--- src/rtl/bsc_scan_sequencer.sv ---
// Boundary-scan chain sequencer: runs one capture / shift / update pass over an
// external chain and returns the word shifted out of it.
module bsc_scan_sequencer #(
    parameter int CHAIN_LENGTH = 8
) (
    input  logic                    tck,
    input  logic                    reset,
    input  logic                    start,
    input  logic                    capture_en,
    input  logic                    update_en,
    input  logic                    test_mode,
    input  logic                    abort,
    input  logic [CHAIN_LENGTH-1:0] pattern_in,
    input  logic                    bsc_tdo,
    output logic                    bsc_tdi,
    output logic [3:0]              bsc_control,
    output logic                    busy,
    output logic                    done,
    output logic [CHAIN_LENGTH-1:0] result_out
);

    localparam int CW = $clog2(CHAIN_LENGTH + 1);
    localparam logic [CW-1:0] LAST = CW'(CHAIN_LENGTH - 1);

    typedef enum logic [2:0] {
        IDLE    = 3'd0,
        CAPTURE = 3'd1,
        SHIFT   = 3'd2,
        UPDATE  = 3'd3,
        DONE    = 3'd4
    } state_t;

    state_t                  state_q, state_d;
    logic [CW-1:0]           cnt_q, cnt_d;
    logic [CHAIN_LENGTH-1:0] pat_q, pat_d;
    logic [CHAIN_LENGTH-1:0] res_q, res_d;
    logic [CHAIN_LENGTH-1:0] result_q, result_d;
    logic                    upd_q, upd_d;
    logic                    tm_q, tm_d;

    always_comb begin
        state_d  = state_q;
        cnt_d    = cnt_q;
        pat_d    = pat_q;
        res_d    = res_q;
        result_d = result_q;
        upd_d    = upd_q;
        tm_d     = tm_q;
        case (state_q)
            IDLE: begin
                if (start) begin
                    pat_d   = pattern_in;
                    upd_d   = update_en;
                    tm_d    = test_mode;
                    cnt_d   = '0;
                    state_d = capture_en ? CAPTURE : SHIFT;
                end
            end
            CAPTURE: state_d = SHIFT;
            SHIFT: begin
                // First sampled bit walks down to bit 0 after CHAIN_LENGTH shifts.
                pat_d = pat_q >> 1;
                res_d = {bsc_tdo, res_q[CHAIN_LENGTH-1:1]};
                cnt_d = cnt_q + 1'b1;
                if (cnt_q == LAST) begin
                    cnt_d = '0;
                    if (upd_q) begin
                        state_d = UPDATE;
                    end else begin
                        state_d  = DONE;
                        result_d = res_d;
                    end
                end
            end
            UPDATE: begin
                state_d  = DONE;
                result_d = res_q;
            end
            DONE:    state_d = IDLE;
            default: state_d = IDLE;
        endcase
        if (abort && (state_q == CAPTURE || state_q == SHIFT || state_q == UPDATE)) begin
            state_d  = IDLE;
            cnt_d    = '0;
            result_d = result_q;
        end
    end

    always_ff @(posedge tck) begin
        if (reset) begin
            state_q  <= IDLE;
            cnt_q    <= '0;
            pat_q    <= '0;
            res_q    <= '0;
            result_q <= '0;
            upd_q    <= 1'b0;
            tm_q     <= 1'b0;
        end else begin
            state_q  <= state_d;
            cnt_q    <= cnt_d;
            pat_q    <= pat_d;
            res_q    <= res_d;
            result_q <= result_d;
            upd_q    <= upd_d;
            tm_q     <= tm_d;
        end
    end

    assign busy           = (state_q != IDLE);
    assign done           = (state_q == DONE);
    assign bsc_control[0] = (state_q == SHIFT);
    assign bsc_control[1] = (state_q == CAPTURE);
    assign bsc_control[2] = (state_q == UPDATE);
    assign bsc_control[3] = busy & tm_q;
    assign bsc_tdi        = (state_q == SHIFT) & pat_q[0];
    assign result_out     = result_q;

endmodule

--- config.mk ---
export PLATFORM = sky130hd
export DESIGN_NAME = bsc_scan_sequencer
export DESIGN_NICKNAME = d
export VERILOG_FILES = /design/src/rtl/bsc_scan_sequencer.sv
export SDC_FILE = /design/constraint.sdc
export NUM_CORES = 1
export LEC_CHECK = 0
export BUFFER_PORTS_ARGS = -buffer_cell sky130_fd_sc_hd__buf_4
export CAP_MARGIN = 15
export CORE_MARGIN = 2
export CORE_UTILIZATION = 40
export CTS_CLUSTER_SIZE = 24
export DETAILED_ROUTE_END_ITERATION = 12
export PLACE_DENSITY = 0.65
export SLEW_MARGIN = 15
export SYNTH_ARGS = -nofsm -noshare
export SYNTH_HDL_FRONTEND = slang
export SYNTH_SLANG_ARGS = --single-unit
--- constraint.sdc ---
create_clock -name tck -period 3.8 [get_ports tck]
set_clock_uncertainty 0.2 [all_clocks]
set_input_delay 0.19 -clock tck [delete_from_list [all_inputs] [get_ports tck]]
set_output_delay 0.19 -clock tck [all_outputs]
set_load 0.01 [all_outputs]
-- Yosys cells after proc, flatten, opt, wreduce, memory -nomap -nowiden
Index checks and enable logic that the tools add are counted.
- bits in registers: 33
- bits of input ports: 16
- RAM bits: 0
- bits in latches: 0
- output and inout bits: 15
- logic and storage cells: 44
- memories: 0
- bits in read-only memories: 0
- order comparisons: 0
- shift operators: 0
- divide/modulo/power cells: 0
- reduce and logical (&&, ||, !) cells: 12
- bitwise operators: 3
- add/subtract/negate cells: 1
- multiplexer cells: 13
- multiply operators: 0
- eq/ne operators: 8
- operators by type and width (kind ; number):
    8-bit case mux with 2 select lines ; 2
    8-bit 2-to-1 mux ; 3
    3-bit case mux with 4 select lines ; 1
    3-bit 2-to-1 mux ; 3
    4-bit 2-to-1 mux ; 2
    4-bit case mux with 2 select lines ; 1
    3-bit by 2-bit equality test with 1-bit output (second input constant) ; 2
    2-bit AND reduction ; 3
    4-bit by 1-bit adder with 4-bit output (second input constant) ; 1
    4-bit by 3-bit equality test with 1-bit output (second input constant) ; 1
    2-bit inequality test (second input constant) ; 2
    4-bit AND reduction ; 1
    2-bit nonzero test ; 2
    3-bit by 1-bit equality test with 1-bit output (second input constant) ; 1
    3-bit equality test (second input constant) ; 1
    3-bit logical NOT ; 1
    3-bit nonzero test ; 1
    1-bit bitwise AND ; 2
    1-bit logical OR ; 2
    2-bit 2-to-1 mux ; 1
    2-bit by 1-bit inequality test with 1-bit output (second input constant) ; 1
    2-bit OR reduction ; 1
    1-bit logical AND ; 1
    1-bit NOT ; 1

-- Longest topological paths before layout
Gate-level depths: netlist of run 1.
- word-level depth: 6
- mapped depth: 8
- gate-level depth less buffers: 5

-- Least setup slack after synthesis of run 1
Ideal clock, no wire load.
- kind: flip-flop to flip-flop
- from: reg cnt_q[0]
- to: reg result_q[6], in the netlist result_out[6]
- buffers on the path: 1
- required time: 3521 ps
- period minus slack after synthesis: 1865 ps
- arrival time: 1586 ps
- setup time: 79 ps
- setup slack: 1935 ps
- stages on the path, launching flop included: 7
- cell sequence: dfxtp_1 -> ha_1 -> nand3b_1 -> a2111oi_4 -> buf_6 -> nor2_1 -> a211oi_2
- word-level cells in the longest chain between the ends: 3
- ends and longest elaborated chain (item ; RTL line ; source):
    start: declaration ; 34 ; logic [CW-1:0] cnt_q, cnt_d;
    start signal: assignment ; 100 ; cnt_q <= cnt_d;
    4-bit by 3-bit equality test with 1-bit output ; 65 ; if (cnt_q == LAST) begin
    2-bit by 1-bit inequality test with 1-bit output (no line) ; - ;
    4-bit AND reduction (no line) ; - ;
    end signal: assignment ; 103 ; result_q <= result_d;
    end: declaration ; 37 ; logic [CHAIN_LENGTH-1:0] result_q, result_d;
No other way between the ends.
A chain may end at the register's enable or synchronous reset.

-- Worst setup path after layout of run 1
- from: reg state_q[0]
- to: reg result_q[6], in the netlist result_out[6]
- word-level cells in the longest chain between the ends: 6
- elaborated cells on any way between the ends: 12
- classes of those cells: eq/ne (5); mux (1); bitwise (1); reduce/logical (5)
- ends and longest elaborated chain (item ; RTL line ; source):
    start: declaration ; 33 ; state_t state_q, state_d;
    start signal: assignment ; 99 ; state_q <= state_d;
    3-bit by 1-bit equality test with 1-bit output / 3-bit by 2-bit equality test with 1-bit output (equally long branches) ; 82, 49 ;
    1-bit logical OR (2 in a row) ; 82 ; if (abort && (state_q == CAPTURE || state_q == SHIFT || state_q == UPDATE)) begin
    1-bit logical AND ; 82 ;
    1-bit NOT (no line) ; - ;
    4-bit AND reduction (no line) ; - ;
Parallel ways exist; a longest one is shown, timed or not.

==> results of run 1 <==
worst max-delay path, cell delays in order (launching register included):
cell	delay, ns
dfxtp_1	0.48
or3b_1	0.54
inv_2	0.26
a2111oi_4	0.80
nor2_1	0.12
a211oi_2	0.23
flip-flops by register name (all words and copies together), names as in the netlist:
| name | count |
|---|---|
| tm_q | 1 |
| pat_q | 8 |
| cnt_q | 4 |
| result_out | 8 |
| res_q | 8 |
| state_q | 3 |
| upd_q | 1 |
layout make-up:
| cell class | instances | area share |
|---|---|---|
| Clock buffer | 5 | 0.02008 |
| Multi-Input combinational cell | 119 | 0.3755 |
| Clock inverter | 3 | 0.009371 |
| Tap cell | 46 | 0.03079 |
| Sequential cell | 33 | 0.3534 |
| Inverter | 5 | 0.01004 |
| Timing Repair Buffer | 45 | 0.2008 |
placed cells by master, fill, tap and decap left out, drive strengths merged, types with 2 or more instances in the layout:
cell type	synthesis	layout
a211oi	8	8
dfxtp	33	33
inv	5	5
a21oi	13	13
nand2b	3	3
nor2	20	20
o21ai	3	3
dlygate4sd3	0	15
buf	5	30
and2	2	2
clkbuf	6	5
nand3	7	7
nand2	21	21
o22ai	7	7
nor2b	2	2
nand3b	2	2
clkinv	0	2
mux2i	10	10
nor3	10	10
power groups by stage:
stage | registers [W] | clock network [W] | logic, W
after detailed placement | 0.000486 | 0 | 0.000418
final | 0.000480 | 0.000190 | 0.000440
after global routing | 0.000490 | 0.000218 | 0.000495
after global placement | 0.000482 | 0 | 0.000413
after floorplan | 0.000470 | 0 | 0.000324
after CTS | 0.000478 | 0.000198 | 0.000440
through the flow:
stage / std cells / hold WS, ns / setup slack (ns) / area [um^2]
after detailed placement: 233 / 0.2441 / 1.114 / 1664
after global placement: 233 / 0.2398 / 1.204 / 1664
after global routing: 256 / 0.0005556 / 0.7805 / 1869
after floorplan: 168 / 0.1260 / 1.935 / 1440
after CTS: 256 / 0.01055 / 1.077 / 1869
final: 256 / 0.02207 / 1.079 / 1869
cells by family (layout without fill, tap and decap cells):
group,count (synthesis),count (layout),synth area share
multiplexers,10,10,0.06951
flip-flops,33,33,0.4587
buffers and inverters,16,58,0.05386
AO/OA/AOI/OAI,38,38,0.1868
adder cells (fa/ha/maj),1,1,0.008687
AND/OR/NAND/NOR,70,70,0.2224
final timing paths:
path              startpoint       endpoint  slack [ns]
setup reg to reg  state_q[0]  result_out[6]        1.08
setup / recovery  state_q[0]  result_out[6]        1.08
hold / removal         reset           tm_q        0.02
hold reg to reg         tm_q           tm_q        0.26
routing by layer:
metal  track usage  share of wire  wire [um]
met2        0.2708           0.47       1512
met3       0.04754          0.041        133
met1        0.2119           0.47       1501
met4       0.08967          0.021         68
met5             0              0          0
==> flow_summary.ini, run 1 <==
[run_status]
status = finished clean

[layout]
fill_cells = 304
n_antenna_cell = 0
fin_util = 0.5515
drive_above_1_share = 0.2000
multi_input_area_um2 = 701.9
regArea_um2 = 660.6
nNetsFinal = 226
syn_to_final_growth_pct = 29.80

[route]
wl_per_cell_um = 12.57
wirelength_um = 3217
firstDrtPassIters = 4
drtAntennaViolNets = 0
num_vias = 1335
drtIter0Drc = 48
routed_via_density = 5.215
drcViolationCount = 0

[power_and_ir_drop]
switching_share = 0.3870
ir_drop_mv = 0.2397
p_switching_w = 0.0004295
power_w = 0.001110
comb_power_share = 0.397
p_leak_nw = 0.7644
internal_power_w = 0.0006805
power.share.clock = 0.171
p_seq_frac = 0.432
cellPowerDensity_mw_per_mm2 = 593.8

[synth]
synthTopCellsByArea = dfxtp_1 (46%), mux2i_1 (7.0%), nand2_1 (5.5%)
yosysMostFrequentCell = dfxtp_1
postSynthAreaPerCell_um2 = 8.572
syn-cell-area_mm2 = 0.001440
async_flop_share = 0
syn-num-nets = 185
yosysTopAreaCell = dfxtp_1
synth_cell_type_count = 32
seq_area_frac_synth = 0.4587
synthCells = 168
ys_ff_latch = 33
synth-edff-count = 0
ys.flop_type = dfxtp_1
synth_top_area_share = 0.4587
ys.warnings.count = 0
ys_top_cells_by_count = dfxtp_1 (33), nand2_1 (21), nor2_1 (20), a21oi_1 (13)

[timing]
post-route-min-period_ns = 2.721
final-max-slew-violation-count = 0
fmax_mhz = 367.6
setup_viol = 0
relSlewSlack = 0.4493
finalSetupTns_ns = 0
period_share = 0.7159
rsz0062_at_grt = no
hold_violations = 0
tightest_slew_ns = 0.8261

[clock_network]
cts.clk_slew.worst_paths_ns = 0.10
hold_buffers = 15
postCtsSetupBuffers = 0
cts-root-buf = clkbuf_4
clock_latency_ns = 0.34
cts_resized = 0
numClockSinks = 33
cts_made_buffers = 5
cts.path.max_buffers = 2
cts_tree = yes
htreeDepth = 2

[placement]
dp_hpwl_um = 2112
port_buffers = 30
place.gp.congestion = 0.7441

[floorplanning]
core_area_mm2 = 0.003390
start_util = 0.4249
die_area_mm2 = 0.004096
fp.dieW_um = 64
ios = 31
num_rows = 21
die_h_um = 64

[global_route]
grt_max_degree = 28
grt_antenna_before_repair = 0
grt_overflow = 0
grtUsageTotal = 0.1715
grt_pass1_vias = 1242
grt_pass1_wl_um = 5388

[setup_path]
worstPathRequired_ns = 3.86
crit_path_start_kind = flip-flop
cp_data_arrival_time_ns = 2.78
critPathKind = reg -> reg
cp-end-kind = flip-flop
r2r_cells = 5
worstPathMaxFanout = 19

[hold_path]
worstHoldPathType = in -> reg
whs_path_depth = 2

[job]
drv_cap = 0
Power figures use the tool's default switching activity.
==> run 2: changes to the inputs <==
==> constraint.sdc (replaced) <==
create_clock -name tck -period 2.65 [get_ports tck]
set_clock_uncertainty 0.2 [all_clocks]
set_input_delay 0.1325 -clock tck [delete_from_list [all_inputs] [get_ports tck]]
set_output_delay 0.1325 -clock tck [all_outputs]
set_load 0.01 [all_outputs]
==> run 2 against run 1 <==
Total power increased by 50%. Register-to-register slack got worse by 0.88 ns. Final area increased by 5.7%. First-iteration DRC count decreased by 13%. Non-clock buffer count increased by 11. Count of clock-buffer cells in the layout increased by 1. Die area unchanged. Utilization increased by 3.1 points. Largest power group is now combinational cells. Highest routed layer unchanged.
==> flow_summary.ini, run 2 (synthesized netlist as in run 1, its figures left out) <==
[run_status]
status = finished clean

[route]
routed_via_density = 4.873
drcViolationCount = 0
wl_per_cell_um = 12.36
wirelength_um = 3300
drtIter0Drc = 42
firstDrtPassIters = 4
num_vias = 1301
drtAntennaViolNets = 0

[job]
drv_cap = 0

[timing]
hold_violations = 0
whs_ns = 0.04181
setup_viol = 0
finalSetupTns_ns = 0
tightest_slew_ns = 0.5297
post-route-min-period_ns = 2.452
period_share = 0.9255
fmax_mhz = 407.8
rsz0062_at_grt = no
final-max-slew-violation-count = 0
setup_ws_ns = 0.1975
relSlewSlack = 0.6459

[layout]
design_area_mm2 = 0.001976
nNetsFinal = 237
layout_common_cells = dfxtp_1 (33), buf_4 (32), dlygate4sd3_1 (24)
layout_commonest_cell = dfxtp_1
drive_above_1_share = 0.1991
fin_cells = 267
syn_to_final_growth_pct = 37.18
n_antenna_cell = 0

[clock_network]
cts_tree = yes
cts.clk_slew.worst_paths_ns = 0.11
numClockSinks = 33
htreeDepth = 2
cts.path.max_buffers = 2
clock_latency_ns = 0.33
cts-root-buf = clkbuf_4
cts_made_buffers = 5

[power_and_ir_drop]
p_leak_nw = 0.8296
ir_drop_mv = 0.4726
cellPowerDensity_mw_per_mm2 = 840.0

[placement]
port_buffers = 30
preCtsSetupSlack_ns = 0.6008
dp_hpwl_um = 2127
place.gp.congestion = 0.7657
placed_cell_area_mm2 = 0.001679
place_inst = 235

[setup_path]
critPathKind = reg -> reg
cp_common_cell = dlygate4sd3_1
cpMaxStageDelayCell = dlygate4sd3_1
crit_path_start_kind = flip-flop
cpPeakStageDelay_ns = 0.58
worstPathRequired_ns = 2.73
critical_path.cell_chain = nor3_2 > nand3_1 > dlygate4sd3_1 > a21oi_1 > dlygate4sd3_1
cp_data_arrival_time_ns = 2.54
worstPathMaxFanout = 8
cp-end-kind = flip-flop

[global_route]
grt_antenna_before_repair = 0
grt_max_degree = 28
grt_pass1_wl_um = 5430
grtUsageTotal = 0.1724
grt_overflow = 0
grt_pass1_vias = 1209

[floorplanning]
die_area_mm2 = 0.004096
ios = 31
start_util = 0.4249
core_area_mm2 = 0.003390
num_rows = 21
die_h_um = 64
fp.dieW_um = 64

[hold_path]
worstHoldPathType = in -> reg
-- run 2: final timing paths --
| path | startpoint | slack, ns | depth (start not counted) | end |
|---|---|---|---|---|
| setup reg to reg | state_q[2] | 0.20 | 5 | pat_q[7] |
| setup / recovery | state_q[2] | 0.20 | 5 | pat_q[7] |
| hold reg to reg | res_q[0] | 0.28 | 2 | res_q[0] |
| hold / removal | start | 0.04 | 4 | state_q[2] |
-- run 2: power by group --
group          leakage [nW]  switching [W]  internal (W)
Sequential            0.269      0.0000893      0.000602
Combinational         0.528       0.000365      0.000333
Clock                0.0320       0.000169      0.000101
Total                 0.830       0.000623       0.00104
-- run 2: final cells by class --
cell class	instances	area, um^2
fill	295	1414
inverter	5	18.77
sequential	33	660.6
timing repair buffer	56	480.5
multi-input combinational	119	706.9
clock buffer	6	41.29
tap	46	57.56
clock inverter	2	10.01
-- run 2: routing by layer --
| metal | GRT usage | vias to the layer above | wire (um) |
|---|---|---|---|
| met4 | 0.04891 | 0 | 34 |
| met3 | 0.05810 | 4 | 141 |
| li1 | - | 695 | - |
| met5 | 0 | - | 0 |
| met1 | 0.2176 | 574 | 1498 |
| met2 | 0.2786 | 28 | 1625 |
-- run 2: timing repair --
action | CTS | global route
resized for setup | 0 | 1
endpoints found under the hold margin | 28 | 0
hold buffers | 24 | 0
setup endpoints to repair | 0 | 7
setup buffers | 0 | 0
-- run 2: critical path, delay by kind of cell (launching register included) --
family,cells,cell delay [ns]
and+or+nand+nor,2,0.56
DFF,1,0.40
buffers and inverters,2,1.13
AOI/OAI and AO/OA,1,0.11
-- run 2: per-stage QoR --
stage	util	power, W
4_1_cts	0.5814	0.001656
3_5_place_dp	0.4954	0.001309
3_3_place_gp	0.4954	0.001298
5_1_grt	0.5829	0.001784
6_report	0.5829	0.001660
2_1_floorplan	-	0.001138
==> run 3: changes to the inputs <==
==> constraint.sdc (replaced) <==
create_clock -name tck -period 2.6 [get_ports tck]
set_clock_uncertainty 0.2 [all_clocks]
set_input_delay 0.13 -clock tck [delete_from_list [all_inputs] [get_ports tck]]
set_output_delay 0.13 -clock tck [all_outputs]
set_load 0.01 [all_outputs]
==> run 3 against run 2 <==
Setup slack improved by 0.082 ns. Sequential share of layout area fell by 0.56 points. Cell count did not move. Critical endpoint is now pat_q[1]. Via count rose by 2.8%. Largest cell class unchanged. Global-route usage rose by 1.5 points. Worst hold slack got worse by 0.0066 ns.
==> flow_summary.ini, run 3 (synthesized netlist as in run 1, its figures left out) <==
[run_status]
status = finished clean

[timing]
relSlewSlack = 0.6636
period_share = 0.8925
rsz0062_at_grt = no
final-max-slew-violation-count = 0
finalSetupTns_ns = 0
whs_ns = 0.03520
tightest_slew_ns = 0.5031
fmax_mhz = 430.9
setup_viol = 0
hold_violations = 0
post-route-min-period_ns = 2.321

[clock_network]
cts_tree = yes
clock_latency_ns = 0.34
cts-root-buf = clkbuf_4
cts_made_buffers = 5
cts.path.max_buffers = 2
postCtsSetupBuffers = 0
cts.clk_slew.worst_paths_ns = 0.10
htreeDepth = 2
numClockSinks = 33

[floorplanning]
ios = 31
fp.dieW_um = 64
start_util = 0.4249
die_h_um = 64
num_rows = 21
die_area_mm2 = 0.004096
core_area_mm2 = 0.003390

[power_and_ir_drop]
p_leak_nw = 0.8413
cellPowerDensity_mw_per_mm2 = 921.8
ir_drop_mv = 0.5220
power_w = 0.001852

[setup_path]
critPathKind = reg -> reg
cpPeakStageDelay_ns = 0.57
worstPathMaxFanout = 18
cp_data_arrival_time_ns = 2.35
worstPathRequired_ns = 2.63
critical_path.cell_chain = or3b_1 > buf_4 > o22ai_1 > nor3_1 > dlygate4sd3_1
cp-end-kind = flip-flop
cpMaxStageDelayCell = dlygate4sd3_1
crit_path_start_kind = flip-flop

[route]
drtIter0Drc = 37
drtAntennaViolNets = 0
routed_via_density = 5.007
firstDrtPassIters = 4
wirelength_um = 3436
num_vias = 1337
wl_per_cell_um = 12.87
drcViolationCount = 0

[layout]
layout_common_cells = dfxtp_1 (33), buf_4 (32), dlygate4sd3_1 (24)
syn_to_final_growth_pct = 39.53
nNetsFinal = 237
drive_above_1_share = 0.1991
fin_util = 0.5928
layout_commonest_cell = dfxtp_1
n_antenna_cell = 0
design_area_mm2 = 0.002009

[global_route]
grt_antenna_before_repair = 0
grtUsageTotal = 0.1878
grt_max_degree = 28
grt_pass1_vias = 1332
grt_pass1_wl_um = 5878
grt_overflow = 0

[placement]
place.gp.congestion = 0.7702
placed_cell_area_mm2 = 0.001679
port_buffers = 30

[job]
drv_cap = 0

[hold_path]
worstHoldPathType = in -> reg
run 3: changes by cell type in the layout (fill, tap and decap cells not counted):
cell and change:
clkbuf_8 +1, clkinv_2 -2, bufinv_16 +1
run 3: what timing repair did:
action,CTS,global route
endpoints found under the setup margin,0,7
resized for setup,0,1
endpoints found under the hold margin,28,0
hold buffers,24,0
run 3: final timing paths:
check / from / endpoint / slack [ns] / depth (start not counted)
worst max-delay path: state_q[1] / pat_q[1] / 0.28 / 5
worst min-delay path: start / state_q[2] / 0.04 / 4
worst max register to register: state_q[1] / pat_q[1] / 0.28 / 5
worst min register to register: tm_q / tm_q / 0.26 / 2
run 3: critical path, delay by kind of cell, from the launching register on:
family | cells | cell delay [ns]
AOI/OAI and AO/OA | 1 | 0.17
buffers and inverters | 2 | 0.79
DFF | 1 | 0.55
and+or+nand+nor | 2 | 0.50
run 3: layer usage:
layer	GRT usage	wire [um]	vias up
met5	0	0	-
met4	0.06522	60	0
met3	0.05810	127	8
met2	0.3281	1721	34
met1	0.2150	1527	601
li1	-	-	694
run 3: stage by stage:
stage | worst slack, ns | instances
global route | 0.1747 | 267
global placement | 0.6130 | 235
CTS | 0.08669 | 267
finish | 0.2795 | 267
floorplan | 0.7348 | 168
detailed placement | 0.5483 | 235
run 3: area by class of cell:
type | count | area (um^2)
Sequential cell | 33 | 660.6
Inverter | 5 | 18.77
Clock inverter | 1 | 30.03
Tap cell | 46 | 57.56
Multi-Input combinational cell | 119 | 706.9
Clock buffer | 7 | 55.05
Fill cell | 293 | 1380
Timing Repair Buffer | 56 | 480.5
run 3: where the power goes:
group          leakage [nW]  switching [W]  total [W]  internal [W]
Sequential            0.269      0.0000931   0.000706      0.000613
Combinational         0.526       0.000388   0.000740      0.000352
Clock                0.0455       0.000176   0.000405      0.000230
